### src/rtl/fp_addsub_sequencer_pkg.sv
// Shared constants, field slices and FSM encoding for the FP add/sub sequencer.
package fp_addsub_sequencer_pkg;
  localparam int W_EXP     = 8;
  localparam int W_MANT    = 23;
  localparam int MAX_ALIGN = 26;
  localparam int W_SIG     = W_MANT + 1;
  localparam int W_CNT     = $clog2(MAX_ALIGN + 1);

  localparam int SIGN_BIT = 31;
  localparam int EXP_HI   = 30;
  localparam int EXP_LO   = 23;
  localparam int FRAC_HI  = 22;
  localparam int FRAC_LO  = 0;

  localparam logic [W_EXP-1:0] ALIGN_SAT = W_EXP'(MAX_ALIGN);
  localparam logic [W_EXP:0]   EXP_INF   = {1'b0, {W_EXP{1'b1}}};

  typedef enum logic [2:0] {
    S_IDLE  = 3'd0,
    S_ALIGN = 3'd1,
    S_ADD   = 3'd2,
    S_NORM  = 3'd3,
    S_DONE  = 3'd4
  } state_t;
endpackage

### src/rtl/fp_addsub_sequencer_if.sv
// Operand-in / result-out handshake bundle for the FP add/sub sequencer.
interface fp_addsub_sequencer_if;
  logic        in_valid;
  logic        in_ready;
  logic        op;
  logic [31:0] a;
  logic [31:0] b;
  logic        out_valid;
  logic        out_ready;
  logic [31:0] result;
  logic        zero;
  logic        ovf;
  logic        busy;

  modport slave (
    input  in_valid, op, a, b, out_ready,
    output in_ready, out_valid, result, zero, ovf, busy
  );
  modport master (
    output in_valid, op, a, b, out_ready,
    input  in_ready, out_valid, result, zero, ovf, busy
  );
endinterface

### src/rtl/fp_addsub_sequencer_mant.sv
// Combinational significand add/sub; operand A is already the larger magnitude.
module fp_mant_addsub
  import fp_addsub_sequencer_pkg::*;
(
  input  logic [W_SIG-1:0] i_ma,
  input  logic [W_SIG-1:0] i_mb,
  input  logic             i_sa,
  input  logic             i_sb,
  output logic [W_SIG:0]   o_sum,
  output logic             o_sign
);
  always_comb begin
    o_sum  = '0;
    o_sign = i_sa;
    if (i_sa == i_sb) o_sum = {1'b0, i_ma} + {1'b0, i_mb};
    else              o_sum = {1'b0, i_ma} - {1'b0, i_mb};
    // exact cancellation always yields +0
    if (o_sum == '0) o_sign = 1'b0;
  end
endmodule

### src/rtl/fp_addsub_sequencer.sv
// Multi-cycle IEEE-754 single add/sub: unpack/swap, 1-bit/cycle align, add, 1-bit/cycle normalize, pack.
module fp_addsub_sequencer
  import fp_addsub_sequencer_pkg::*;
(
  input  logic                  clk,
  input  logic                  rst_n,
  fp_addsub_sequencer_if.slave  bus
);
  state_t r_state, w_next;

  logic [W_SIG-1:0] r_ma, r_mb;
  logic             r_sa, r_sb, r_sign;
  logic [W_EXP:0]   r_exp;
  logic [W_CNT-1:0] r_cnt;
  logic [W_SIG:0]   r_mant;
  logic [31:0]      r_result;
  logic             r_zero, r_ovf;

  logic [W_EXP-1:0] w_ea, w_eb, w_el, w_es, w_d;
  logic [W_SIG-1:0] w_ma, w_mb;
  logic             w_sa, w_sb, w_swap;
  logic [W_CNT-1:0] w_cnt0;
  logic [W_SIG:0]   w_sum;
  logic             w_sign;
  logic [W_EXP:0]   w_exp_inc;

  // Unpack with denormal flush, then order operands by magnitude.
  always_comb begin
    w_ea   = bus.a[EXP_HI:EXP_LO];
    w_eb   = bus.b[EXP_HI:EXP_LO];
    w_ma   = (w_ea == '0) ? '0 : {1'b1, bus.a[FRAC_HI:FRAC_LO]};
    w_mb   = (w_eb == '0) ? '0 : {1'b1, bus.b[FRAC_HI:FRAC_LO]};
    w_sa   = bus.a[SIGN_BIT];
    w_sb   = bus.b[SIGN_BIT] ^ bus.op;
    w_swap = (w_eb > w_ea) || ((w_eb == w_ea) && (w_mb > w_ma));
    w_el   = w_swap ? w_eb : w_ea;
    w_es   = w_swap ? w_ea : w_eb;
    w_d    = w_el - w_es;
    w_cnt0 = (w_d > ALIGN_SAT) ? W_CNT'(MAX_ALIGN) : w_d[W_CNT-1:0];
  end

  fp_mant_addsub u_mant (
    .i_ma  (r_ma),
    .i_mb  (r_mb),
    .i_sa  (r_sa),
    .i_sb  (r_sb),
    .o_sum (w_sum),
    .o_sign(w_sign)
  );

  assign w_exp_inc = r_exp + 1'b1;

  always_ff @(posedge clk or negedge rst_n) begin
    if (!rst_n) r_state <= S_IDLE;
    else        r_state <= w_next;
  end

  always_comb begin
    w_next = r_state;
    case (r_state)
      S_IDLE:  if (bus.in_valid) w_next = S_ALIGN;
      S_ALIGN: if (r_cnt == '0) w_next = S_ADD;
      S_ADD:   w_next = S_NORM;
      S_NORM:  if (r_mant[W_SIG] || (r_mant == '0) || r_mant[W_SIG-1] || (r_exp == 9'd1))
                 w_next = S_DONE;
      S_DONE:  if (bus.out_ready) w_next = S_IDLE;
      default: w_next = S_IDLE;
    endcase
  end

  always_comb begin
    bus.in_ready  = (r_state == S_IDLE);
    bus.out_valid = (r_state == S_DONE);
    bus.busy      = (r_state != S_IDLE);
    bus.result    = r_result;
    bus.zero      = r_zero;
    bus.ovf       = r_ovf;
  end

  always_ff @(posedge clk or negedge rst_n) begin
    if (!rst_n) begin
      r_ma     <= '0;
      r_mb     <= '0;
      r_sa     <= 1'b0;
      r_sb     <= 1'b0;
      r_sign   <= 1'b0;
      r_exp    <= '0;
      r_cnt    <= '0;
      r_mant   <= '0;
      r_result <= '0;
      r_zero   <= 1'b0;
      r_ovf    <= 1'b0;
    end else begin
      case (r_state)
        S_IDLE: if (bus.in_valid) begin
          r_ma   <= w_swap ? w_mb : w_ma;
          r_mb   <= w_swap ? w_ma : w_mb;
          r_sa   <= w_swap ? w_sb : w_sa;
          r_sb   <= w_swap ? w_sa : w_sb;
          r_exp  <= {1'b0, w_el};
          r_cnt  <= w_cnt0;
          r_zero <= 1'b0;
          r_ovf  <= 1'b0;
        end
        S_ALIGN: if (r_cnt != '0) begin
          r_mb  <= r_mb >> 1;
          r_cnt <= r_cnt - 1'b1;
        end
        S_ADD: begin
          r_mant <= w_sum;
          r_sign <= w_sign;
        end
        S_NORM: begin
          if (r_mant[W_SIG]) begin
            // carry-out: renormalise right and pack in the same cycle
            if (w_exp_inc >= EXP_INF) begin
              r_ovf    <= 1'b1;
              r_result <= {r_sign, 8'hFF, 23'h0};
            end else begin
              r_result <= {r_sign, w_exp_inc[W_EXP-1:0], r_mant[W_SIG-1:1]};
            end
          end else if (r_mant == '0) begin
            r_zero   <= 1'b1;
            r_result <= '0;
          end else if (r_mant[W_SIG-1]) begin
            r_result <= {r_sign, r_exp[W_EXP-1:0], r_mant[W_MANT-1:0]};
          end else if (r_exp == 9'd1) begin
            r_zero   <= 1'b1;
            r_result <= {r_sign, 31'h0};
          end else begin
            r_mant <= r_mant << 1;
            r_exp  <= r_exp - 1'b1;
          end
        end
        default: ;
      endcase
    end
  end
endmodule
### src/flat_wrapper.sv
// flat-port wrapper written by rule: the top's interface ports become plain ports
module fp_addsub_sequencer_flat import fp_addsub_sequencer_pkg::*;
  (clk, rst_n, bus_in_valid, bus_op, bus_a, bus_b, bus_out_ready, bus_in_ready, bus_out_valid, bus_result, bus_zero, bus_ovf, bus_busy);
  fp_addsub_sequencer_if bus_i ();
  input  logic clk;
  input  logic rst_n;
  input wire logic [$bits(bus_i.in_valid)-1:0] bus_in_valid;
  input wire logic [$bits(bus_i.op)-1:0] bus_op;
  input wire logic [$bits(bus_i.a)-1:0] bus_a;
  input wire logic [$bits(bus_i.b)-1:0] bus_b;
  input wire logic [$bits(bus_i.out_ready)-1:0] bus_out_ready;
  output wire logic [$bits(bus_i.in_ready)-1:0] bus_in_ready;
  output wire logic [$bits(bus_i.out_valid)-1:0] bus_out_valid;
  output wire logic [$bits(bus_i.result)-1:0] bus_result;
  output wire logic [$bits(bus_i.zero)-1:0] bus_zero;
  output wire logic [$bits(bus_i.ovf)-1:0] bus_ovf;
  output wire logic [$bits(bus_i.busy)-1:0] bus_busy;
  assign bus_i.in_valid = bus_in_valid;
  assign bus_i.op = bus_op;
  assign bus_i.a = bus_a;
  assign bus_i.b = bus_b;
  assign bus_i.out_ready = bus_out_ready;
  assign bus_in_ready = bus_i.in_ready;
  assign bus_out_valid = bus_i.out_valid;
  assign bus_result = bus_i.result;
  assign bus_zero = bus_i.zero;
  assign bus_ovf = bus_i.ovf;
  assign bus_busy = bus_i.busy;
  fp_addsub_sequencer u_core (.clk(clk), .rst_n(rst_n), .bus(bus_i));
endmodule
### config.mk
export PLATFORM = sky130hd
export DESIGN_NAME = fp_addsub_sequencer_flat
export DESIGN_NICKNAME = d
export VERILOG_FILES = /design/src/rtl/fp_addsub_sequencer_pkg.sv /design/src/rtl/fp_addsub_sequencer_if.sv /design/src/rtl/fp_addsub_sequencer_mant.sv /design/src/rtl/fp_addsub_sequencer.sv /design/src/flat_wrapper.sv
export SDC_FILE = /design/constraint.sdc
export NUM_CORES = 1
export LEC_CHECK = 0
export BUFFER_PORTS_ARGS = -buffer_cell sky130_fd_sc_hd__buf_2
export CORE_MARGIN = 3
export CORE_UTILIZATION = 45
export CTS_CLUSTER_SIZE = 40
export DETAILED_ROUTE_END_ITERATION = 6
export HOLD_SLACK_MARGIN = 0.06
export PLACE_DENSITY = 0.78
export SLEW_MARGIN = 40
export SYNTH_ARGS = -nofsm -noshare
export SYNTH_HDL_FRONTEND = slang
export SYNTH_HIERARCHICAL = 1
export SYNTH_SLANG_ARGS = --single-unit
export TNS_END_PERCENT = 10
### constraint.sdc
create_clock -name clk -period 4.57 [get_ports clk]
set_input_delay 0.2285 -clock clk [delete_from_list [all_inputs] [get_ports clk]]
set_output_delay 0.2285 -clock clk [all_outputs]
set_load 0.01 [all_outputs]
==> reports/metrics.yaml <==
status: "finished clean"
routed_wirelength_microns: 27200
fmax_mhz: 228
critPathRequiredTime_ns: 4.87
synth_flop_cell: "sky130_fd_sc_hd__dfrtp_1"
cp-start-kind: "flop"
post_synth_instance_area_sq_mm: 0.00998
gpl_congestion: 0.906
ctsLongestPathBuffers: 2
clock_sinks: 127
routedLengthMet1_microns: 13000
chipHeight_microns: 155
ys_seq_area_share_pct: 31.8
post_route_drc_violation_count: 0
synth.avg_cell_area_sq_um: 7.90
synth-edff-count: 0
start_util_pct: 46.6
antenna_violations_before_repair: 0
clk_transition_reported_paths_ns: 0.06
antennaDiodeCount: 0
post_drt_wl_per_cell_microns: 16.7
holdCritPathClass: "in2reg"
detail_route.first_pass.iterations: 6
finalHoldViolations: 0
fin_nets: 1481
slew_violations: 0
worst_path_max_delay_cell: "sky130_fd_sc_hd__or4_4"
final.setup_skew_ns: 0.0130
grt-ovfl-total: 0
area.sequential_sq_mm: 0.00318
ctsHtreeMaxLevel: 4
vias: 9664
via_per_instance_ratio: 5.94
timing_worst_slew_pin_value_ns: 0.707
utilization_after_layout_pct: 53.8
slew_headroom_pct: 52.9
drive_gt1_share_pct: 15.0
synth_nets: 1404
timing.critical_path.arrival_ns: 4.70
fill_count: 1969
grt_pass1_wl_microns: 45300
crit_type: "reg2reg"
num_io_pins: 106
finalSetupViolCount: 0
multi_input_area_sq_mm: 0.00646
die_w_microns: 155
critical_path.max_stage_delay_ns: 0.59
layout_min_cycle_time_ns: 4.39
timing.critical_path.cells: "or4_4 -> nor4b_4 -> nand3b_1 -> or4_4 -> o41ai_4 -> xnor2_1 -> ha_1 -> and3_1 -> and3_1 -> a221o_1 -> or3_4 -> a221oi_2 -> a41oi_1 -> mux2_2"
syn-instance-count: 1263
global_routing_usage_summed_across_all_routing_layers_pct: 22.6
routed.top_layer: "met4"
ys_warn_count: 6
timing.final.crit_share_pct: 96.1
crit_path_max_fanout: 4
place.detailed.hpwl_microns: 19900
cts_tree: "done"
pin_count_of_the_biggest_net_entering_global_routing: 85
met2_length_microns: 11800
ant_nets: 0
yosys_register_bits: 127
synth.distinct_cells: 72
cts-root-buf: "sky130_fd_sc_hd__clkbuf_16"
cap_viol_max_count: 0
core.rowCount: 53
total_clock_buffers_created_by_cts: 17
worstSkewPairLatency_ns: 0.43
syn_to_final_growth_pct: 15.5
initial_drc_count: 763
via_count_of_the_first_global_routing_pass: 8888
routed-wl-met3_microns: 1930
timing.critical_path.to_type: "flop"
io_buffer_count: 105
design.die.area_sq_mm: 0.0240
core_area_sq_mm: 0.0214
postSynth.asyncResetShare_pct: 100
==> per-layer routing <==
metal | up-vias | GRT usage [%]
met5 | - | 0
met4 | 0 | 5.00
met3 | 39 | 3.73
met2 | 378 | 34.0
met1 | 4503 | 34.2
li1 | 4744 | -
==> final cells by class <==
| cell class | instances | area share [%] |
|---|---|---|
| clock buffers | 21 | 3.99 |
| clock inverters | 9 | 1.39 |
| inverters | 34 | 1.11 |
| multi-input cells | 1020 | 56.0 |
| flip-flops and latches | 127 | 27.6 |
| well taps | 275 | 2.98 |
| repair buffers | 140 | 6.96 |
==> critical path: cells and delay by family, from the launching register on <==
family / cells / cell delay (ns)
DFF: 1 / 0.42
and+or+nand+nor: 7 / 2.17
adders and majority gates: 1 / 0.29
muxes: 1 / 0.28
AOI/OAI and AO/OA: 4 / 0.95
xor gates and xnor gates: 1 / 0.16
==> cells in the final DEF (no fill, tap or decap), types with 8 or more instances in the layout <==
master,n
sky130_fd_sc_hd__inv_1,34
sky130_fd_sc_hd__nor3_1,23
sky130_fd_sc_hd__nand3_1,15
sky130_fd_sc_hd__nand2_1,187
sky130_fd_sc_hd__a31oi_1,36
sky130_fd_sc_hd__o211ai_1,28
sky130_fd_sc_hd__xor2_1,26
sky130_fd_sc_hd__dfrtp_1,126
sky130_fd_sc_hd__buf_4,33
sky130_fd_sc_hd__nor2b_1,12
sky130_fd_sc_hd__o21ai_0,152
sky130_fd_sc_hd__and2_1,31
sky130_fd_sc_hd__nor2_1,75
sky130_fd_sc_hd__xnor2_1,31
sky130_fd_sc_hd__nor4_1,15
sky130_fd_sc_hd__a22oi_1,47
sky130_fd_sc_hd__clkbuf_16,17
sky130_fd_sc_hd__buf_2,104
sky130_fd_sc_hd__nand2b_1,10
sky130_fd_sc_hd__o21a_1,9
sky130_fd_sc_hd__a21o_1,12
sky130_fd_sc_hd__a21oi_1,104
sky130_fd_sc_hd__ha_1,71
sky130_fd_sc_hd__and3_1,8
sky130_fd_sc_hd__nand4_1,12
==> metrics by stage <==
stage	worst slack, ns	instance area [sq um]	hold slack, ns	TNS (ns)	instances
finish	0.179	11500	0.149	0	1626
global route	-0.0239	11500	0.156	-0.0239	1626
CTS	0.0139	11400	0.126	0	1621
detailed placement	0.0457	10800	0.342	0	1589
global placement	0.0941	10800	0.456	0	1589
floorplan	0.0661	9980	-0.0671	0	1263
==> sequential cells by signal, indices dropped and copies added, names as in the netlist <==
name and flops:
u_core/bus.ovf 1, u_core/r_sa 1, u_core/r_mant 25, u_core/r_exp 9, u_core/r_sign 1, u_core/r_sb 1, u_core/r_mb 24, u_core/r_cnt 5
u_core/r_state 3, u_core/bus.result 32, u_core/bus.zero 1, u_core/r_ma 24
==> cells by family (layout without fill, tap and decap cells) <==
group	count (synthesis)	in the layout	synth area share (%)
multiplexers	11	11	1.19
buffers and inverters	116	204	4.39
AO/OA/AOI/OAI	448	448	27.7
adder cells (fa/ha/maj)	72	72	9.10
XOR/XNOR	57	57	5.00
flip-flops	127	127	31.8
AND/OR/NAND/NOR	432	432	20.8
==> path summary, 6_finish.rpt <==
kind	endpoint	slack, ns	cells past startpoint	from
min in group asynchronous	u_core/bus.result[13]$_DFFE_PN0P_	0.41	2	rst_n
max in group asynchronous	u_core/r_exp[5]$_DFFE_PN0P_	3.10	3	rst_n
hold reg to reg	u_core/bus.result[16]$_DFFE_PN0P_	0.47	2	u_core/bus.result[16]$_DFFE_PN0P_
setup reg to reg	u_core/r_sign$_DFFE_PN0N_	0.18	14	u_core/r_mb[10]$_DFFE_PN0P_
setup / recovery	u_core/r_sign$_DFFE_PN0N_	0.18	14	u_core/r_mb[10]$_DFFE_PN0P_
hold / removal	u_core/r_sa$_DFFE_PN0P_	0.15	3	bus_a[31]
==> cell usage after synthesis, types with 28 or more instances <==
library cell	n	area share, %
sky130_fd_sc_hd__a22oi_1	47	3.5
sky130_fd_sc_hd__o21ai_0	153	7.7
sky130_fd_sc_hd__ha_1	71	8.9
sky130_fd_sc_hd__nand2_1	187	7.0
sky130_fd_sc_hd__inv_1	34	1.3
sky130_fd_sc_hd__a31oi_1	36	2.3
sky130_fd_sc_hd__and2_1	31	1.9
sky130_fd_sc_hd__nor2_1	76	2.9
sky130_fd_sc_hd__xnor2_1	31	2.7
sky130_fd_sc_hd__o211ai_1	28	2.1
sky130_fd_sc_hd__clkbuf_1	70	2.6
sky130_fd_sc_hd__dfrtp_1	127	32
sky130_fd_sc_hd__a21oi_1	105	5.3
==> repair_timing <==
item                                   4_1_cts  5_1_grt
resized for setup                            0       12
buffers inserted                             0        5
setup endpoints to repair                    0        2
endpoints found under the hold margin       84        0
hold buffers                                 2        0
Power is not shown: default switching activity piles up to over one toggle a cycle in this logic, so the estimate is an artifact.
